$ cat src/rtl/alu_regfile_ctrl.sv
// Button-driven register bank with a shared combinational ALU. Each debounced
// button rise queues a write request, and queued requests are serviced one per cycle, lowest index first.
module alu_regfile_ctrl #(
    parameter int  WIDTH = 4,
    parameter int  NREG  = 4,
    localparam int SELW  = $clog2(NREG)
) (
    input  logic                  clk,
    input  logic                  RST,
    input  logic [NREG-1:0]       btn,
    input  logic [1:0]            mode,
    input  logic [SELW-1:0]       src_sel,
    input  logic [SELW-1:0]       a_sel,
    input  logic [SELW-1:0]       b_sel,
    input  logic [1:0]            alu_op,
    output logic [NREG*WIDTH-1:0] regs,
    output logic [WIDTH-1:0]      alu_y,
    output logic                  alu_co,
    output logic                  wr_pulse,
    output logic [SELW-1:0]       wr_idx,
    output logic                  flag_co,
    output logic                  flag_z,
    output logic [NREG-1:0]       pend
);
    localparam int NSLOT = 1 << SELW;

    logic [WIDTH-1:0] r_regs [NREG];
    logic [NREG-1:0]  r_btn_q;
    logic [NREG-1:0]  r_pend;
    logic             r_wr_pulse;
    logic [SELW-1:0]  r_wr_idx;
    logic             r_flag_co;
    logic             r_flag_z;

    logic [WIDTH-1:0] w_rd [NSLOT];
    logic [WIDTH-1:0] w_a;
    logic [WIDTH-1:0] w_b;
    logic [WIDTH:0]   w_sum;
    logic [WIDTH:0]   w_diff;
    logic [WIDTH-1:0] w_alu_y;
    logic             w_alu_co;
    logic [NREG-1:0]  w_rise;
    logic [NREG-1:0]  w_grant;
    logic             w_gnt_any;
    logic [SELW-1:0]  w_gidx;
    logic [WIDTH-1:0] w_cur;
    logic [WIDTH-1:0] w_wdata;

    // Select slots past NREG exist only so any select value decodes; they read as zero.
    for (genvar gi = 0; gi < NSLOT; gi++) begin : g_rd
        if (gi < NREG) begin : g_real
            assign w_rd[gi] = r_regs[gi];
        end else begin : g_pad
            assign w_rd[gi] = '0;
        end
    end

    for (genvar gi = 0; gi < NREG; gi++) begin : g_out
        assign regs[gi*WIDTH +: WIDTH] = r_regs[gi];
    end

    assign w_a    = w_rd[a_sel];
    assign w_b    = w_rd[b_sel];
    assign w_sum  = {1'b0, w_a} + {1'b0, w_b};
    assign w_diff = {1'b0, w_a} - {1'b0, w_b};

    always_comb begin
        w_alu_y  = '0;
        w_alu_co = 1'b0;
        case (alu_op)
            2'b00: begin w_alu_y = w_sum[WIDTH-1:0];  w_alu_co = w_sum[WIDTH];  end
            2'b01: begin w_alu_y = w_diff[WIDTH-1:0]; w_alu_co = w_diff[WIDTH]; end
            2'b10: w_alu_y = w_a & w_b;
            default: w_alu_y = w_a ^ w_b;
        endcase
    end

    assign w_rise    = btn & ~r_btn_q;
    assign w_gnt_any = |r_pend;
    assign w_grant   = r_pend & (~r_pend + NREG'(1));

    always_comb begin
        w_gidx = '0;
        for (int i = NREG - 1; i >= 0; i--) begin
            if (r_pend[i]) w_gidx = SELW'(i);
        end
    end

    assign w_cur = w_rd[w_gidx];

    always_comb begin
        w_wdata = w_cur;
        case (mode)
            2'b00: w_wdata = w_cur + WIDTH'(1);
            2'b01: w_wdata = w_cur - WIDTH'(1);
            2'b10: w_wdata = w_alu_y;
            default: w_wdata = w_rd[src_sel];
        endcase
    end

    for (genvar gi = 0; gi < NREG; gi++) begin : g_reg
        always_ff @(posedge clk) begin
            if (RST) begin
                r_regs[gi] <= '0;
            end else if (w_grant[gi]) begin
                r_regs[gi] <= w_wdata;
            end
        end
    end

    // A rise on the channel granted this cycle re-arms it, so that press is not lost.
    always_ff @(posedge clk) begin
        r_btn_q <= btn;
        if (RST) begin
            r_pend     <= '0;
            r_wr_pulse <= 1'b0;
            r_wr_idx   <= '0;
            r_flag_co  <= 1'b0;
            r_flag_z   <= 1'b0;
        end else begin
            r_pend     <= (r_pend & ~w_grant) | w_rise;
            r_wr_pulse <= w_gnt_any;
            if (w_gnt_any) begin
                r_wr_idx <= w_gidx;
                if (mode == 2'b10) begin
                    r_flag_co <= w_alu_co;
                    r_flag_z  <= (w_alu_y == '0);
                end
            end
        end
    end

    assign alu_y    = w_alu_y;
    assign alu_co   = w_alu_co;
    assign wr_pulse = r_wr_pulse;
    assign wr_idx   = r_wr_idx;
    assign flag_co  = r_flag_co;
    assign flag_z   = r_flag_z;
    assign pend     = r_pend;

endmodule

$ cat config.mk
export PLATFORM = sky130hd
export DESIGN_NAME = alu_regfile_ctrl
export DESIGN_NICKNAME = d
export VERILOG_FILES = /design/src/rtl/alu_regfile_ctrl.sv
export SDC_FILE = /design/constraint.sdc
export NUM_CORES = 1
export LEC_CHECK = 0
export BUFFER_PORTS_ARGS = -buffer_cell sky130_fd_sc_hd__buf_2
export CORE_MARGIN = 2
export CORE_UTILIZATION = 30
export CTS_BUF_LIST = sky130_fd_sc_hd__clkbuf_4 sky130_fd_sc_hd__clkbuf_8
export DETAILED_ROUTE_END_ITERATION = 8
export HOLD_SLACK_MARGIN = 0.02
export PLACE_DENSITY = 0.57
export SLEW_MARGIN = 20
export SYNTH_ARGS = -nofsm -noshare
export SYNTH_HDL_FRONTEND = slang
export SYNTH_SLANG_ARGS = --single-unit
$ cat constraint.sdc
create_clock -name clk -period 5.9 [get_ports clk]
set_input_delay 0.59 -clock clk [delete_from_list [all_inputs] [get_ports clk]]
set_output_delay 0.59 -clock clk [all_outputs]
set_load 0.1 [all_outputs]
## Word-level counts from Yosys, hierarchy flattened

Memories as Yosys holds them, arrays and structs flattened.
Cells that the tools add are included.
Widths: inputs -> output; s select.

| storage, ports and cells | value |
|---|---|
| register bits after elaboration | 13 |
| memory bits (writable) | 16 |
| input bits | 16 |
| output and inout port bits | 30 |
| logic and storage cells | 79 |
| memories kept | 1 |

Memory list:

| memory | depth | bits a word | rd ports | clocked after Yosys merged registers in | write ports | line | text |
|---|---|---|---|---|---|---|---|
| r_regs | 4 | 4 | 4 | 0 | 4 | 27 | `logic [WIDTH-1:0] r_regs [NREG];` |

| cells by class | value |
|---|---|
| $add $sub $neg | 5 |
| order comparisons | 4 |
| equality and inequality tests | 4 |
| multiplexer cells | 37 |
| bitwise operators | 17 |
| reduce and logical (&&, ||, !) cells | 5 |

Operators by type and width:

| kind | number |
|---|---|
| $mux 4 | 12 |
| $bmux 4 s2 | 4 |
| $pmux 4 s3 | 2 |
| $and 4x4->4 | 4 |
| $mux 1 | 14 |
| $ge 3x3->1 const B | 4 |
| $not 2->3 | 4 |
| $not 4->4 | 3 |
| $add 4x1->4 const B | 2 |
| $mux 2 | 4 |
| $add 4x4->5 | 1 |
| $sub 4x4->5 | 1 |
| $eq 2x1->1 const B | 2 |
| $eq 2x2->1 const B | 2 |
| $logic_not 2->1 | 2 |
| $logic_not 4->1 | 1 |
| $or 1x1->1 | 4 |
| $or 4x4->4 | 1 |
| $reduce_or 4->1 | 1 |
| $sub 4x1->4 const B | 1 |
| $xor 4x4->4 | 1 |
| $pmux 1 s2 | 1 |
| $reduce_and 2->1 | 1 |

## Logic depth before layout (Yosys ltp)

| depth | value |
|---|---|
| depth in word-level cells | 11 |
| depth in mapped cells | 11 |

## Worst setup path after synthesis

No wires, ideal clock.

| path | value |
|---|---|
| path kind | register to output |
| start | mem r_regs[1][0] |
| end | out alu_co |
| arrival | 4.560 ns |
| setup slack | 0.750 ns |
| cell stages (with the launch flop) | 8 |
| buffers on the path | 0 |
| cells stage by stage | edfxtp_1 -> mux4_2 -> ha_1 -> inv_1 -> fa_1 -> nor2_1 -> o21bai_1 -> a221oi_1 |

RTL lines:

| element | line | text |
|---|---|---|
| from (decl) | 27 |  |
| to (decl) | 18 | `output logic alu_co,` |

## Worst setup path in the final report

| path | value |
|---|---|
| start | in a_sel[0] |
| end | out alu_y[3] |

| between the ends | value |
|---|---|
| cells in the longest elaborated chain, start to end | 6 |
| elaborated cells on any way between the ends | 9 |

RTL lines:

| element | line | text |
|---|---|---|
| from (decl) | 13 | `input logic [SELW-1:0] a_sel,` |
| $not 2->3 (not written as such) (*) | 62 | `assign w_a = w_rd[a_sel];` |
| $bmux 4 s2 (*) | 62 |  |
| $mux 4 (not written as such) (*) (2 in a row) | 62 |  |
| $sub 4x4->5 (tied with other cells) | 65 | `assign w_diff = {1'b0, w_a} - {1'b0, w_b};` |
| $pmux 4 s3 (*) | 70 | `case (alu_op)` |
| to (decl) | 17 | `output logic [WIDTH-1:0] alu_y,` |

Every way passes the cells marked *; elsewhere a longest branch is shown, timed or not. The select of a mux whose other input is x is not followed.

==> results.yml <==
cells_and_area:
  antennaDiodeCount: 0
  area_delta_synth_final_pct: 17.6
  final_cell_mix: "buf_2, nor2_1, edfxtp_1"
  n_fill_cell: 702
  final_common_cell: "buf_2"
  drive_gt1_share_pct: 32.2
  num-nets-final: 270
timing:
  rsz0062_at_grt: "false"
  maxSlewViolCount: 0
  worst_slew_pin_slew_ps: 489
  hold_viol: 0
  setup_viol: 0
  final.period_utilization_pct: 63.5
  relSlewSlack_pct: 66.5
  setup_tns_ps: 0
  max_freq_ghz: 0.267
  clock_skew_ps: 7.30
  setup_ws_ps: 2150
  min_period_ps: 3750
yosys:
  synthCells: 198
  synthDistinctLibCells: 51
  ys_warn_count: 0
  synth_ff_type: "edfxtp_1"
  avgSynthCellArea_um2: 10.5
  synth_edf_count: 16
  yosysTopAreaCellShare_pct: 23.2
  synth.area.top_cells: "edfxtp_1, mux4_2, dfxtp_1"
  synthArstFlopShare_pct: 0
  syn-cell-area_mm2: 0.00207
  syn_nets: 227
  ys_ff_latch: 29
  synth_top_area_cell: "edfxtp_1"
  seq_area_frac_synth_pct: 35.7
clocking:
  worstSkewPairLatency_ps: 290
  cts_max_path_buffers: 2
  htreeDepth: 2
  clk_pin_slew_ps: 70
  cts_root_buffer: "clkbuf_8"
  cts_tree: "yes"
  clkSinkCount: 29
  ctsHoldBuffers: 0
  numCtsBuffers: 5
  post_cts_buffers: 0
  cts_resized: 0
power_and_ir_drop:
  p_leak_nw: 1.04
  p_per_area_mw_per_mm2: 282
  vdd.ir_drop.worst_v: 0.000134
  finalPower_mw: 0.688
drt:
  totalWireLength_mm: 5.43
  postRouteAntennaNets: 0
  wl_per_cell_um: 16.9
  drcViolationCount: 0
  dr.pass1.iters: 5
  viasPerCell: 5.18
  drt_iter0_drc: 100
  detailroute.via_count: 1669
job:
  maxCapViolCount: 0
placed_design:
  post-dp-hpwl_mm: 4.24
  gp_congestion: 0.818
  port_buffers: 45
  pre_cts_ws_ps: 2140
setup_path:
  crit_fanout: 9
  worstSetupPathType: "input pin to output pin"
  critical_path_arrival_ps: 3160
  startpoint_type: "input pin"
  critPathCaptureType: "output pin"
  timing.critical_path.required_ps: 5310
min_path:
  hold_path.class: "register to register"
floorplanning:
  die_y_um: 87.2
  rows: 30
  core_area_mm2: 0.00676
  die_w_um: 87.2
  io_pins: 46
  die-area_mm2: 0.00760
  start_util_pct: 30.7
grt:
  grt_usage_pct: 15.1
  overflow: 0
  grt_max_degree: 16
  grt_pass1_wl_mm: 8.62
  antenna_found_initial: 0
  first_global_vias: 1650
status:
  status: "completed"
[Yosys cell counts, drive strengths merged, types with 2 or more instances]
cell / instances
a21o: 4
a21oi: 11
buf: 5
clkbuf: 4
dfxtp: 13
edfxtp: 16
fa: 3
ha: 10
inv: 10
mux2: 3
mux2i: 3
mux4: 14
nand2: 10
nand2b: 7
nor2: 32
nor2b: 4
nor3: 6
nor3b: 4
o211ai: 3
o21a: 2
o21ai: 8
o31a: 2
o31ai: 2
or3: 2
or4: 3
or4b: 2
[cell families (layout without fill, tap and decap cells)]
group                    count (synthesis)  in the layout  synth area share, %
XOR/XNOR                                 2              2                0.845
AO/OA/AOI/OAI                           40             40                 13.5
flip-flops                              29             29                 35.7
AND/OR/NAND/NOR                         75             75                 18.7
multiplexers                            20             20                 18.3
adder cells (fa/ha/maj)                 13             13                 8.93
buffers and inverters                   19             63                 4.04
[report_power, final]
part	switching [mW]	leakage, nW	total [mW]	internal, mW
sequential	0.0165	0.275	0.242	0.226
clock	0.0780	0.0482	0.159	0.0814
combinational	0.208	0.721	0.286	0.0777
total	0.303	1.04	0.688	0.385
[worst max-delay path, cell delays in order]
cell,delay [ps]
buf_2,160
mux4_2,530
ha_1,450
nor3b_1,100
or4_1,470
a32o_1,280
nor2_1,120
buf_2,440
[through the flow]
step / hold slack [ps] / utilization, % / instance area, um2 / std cells
6_report: 393 / 36.1 / 2440 / 322
5_1_grt: 394 / 36.1 / 2440 / 322
4_1_cts: 394 / 36.1 / 2440 / 322
3_5_place_dp: 383 / 34.8 / 2350 / 314
3_3_place_gp: 379 / 34.8 / 2350 / 314
2_1_floorplan: 373 / - / 2070 / 198
[path summary, 6_finish.rpt]
check / from / endpoint / slack (ps) / cells past startpoint
worst min-delay path: r_btn_q[0] / pend[0] / 390 / 1
worst max register to register: pend[3] / r_regs[3][3] / 2700 / 10
worst min register to register: r_btn_q[0] / pend[0] / 390 / 1
worst max-delay path: a_sel[0] / alu_y[3] / 2150 / 8
[cell type report]
cell class | count | area, um2 | area share, %
Inverter | 10 | 37.5 | 1.54
Clock inverter | 3 | 16.3 | 0.667
Multi-Input combinational cell | 150 | 1250 | 51.3
Clock buffer | 5 | 68.8 | 2.82
Sequential cell | 29 | 741 | 30.4
Tap cell | 80 | 100 | 4.10
Timing Repair Buffer | 45 | 225 | 9.24
[routing by layer]
layer	vias to the layer above	GRT usage (%)	routed length [um]
met5	-	0	0
met4	0	4.90	70
met3	10	3.32	242
met2	40	24.6	2620
met1	795	19.9	2500
li1	824	-	-
[sequential cells by signal (all words and copies together), names as in the netlist]
| name | cells |
|---|---|
| pend | 4 |
| wr_idx | 2 |
| r_regs | 16 |
| flag_z | 1 |
| wr_pulse | 1 |
| flag_co | 1 |
| r_btn_q | 4 |
Power figures use the tool's default switching activity.
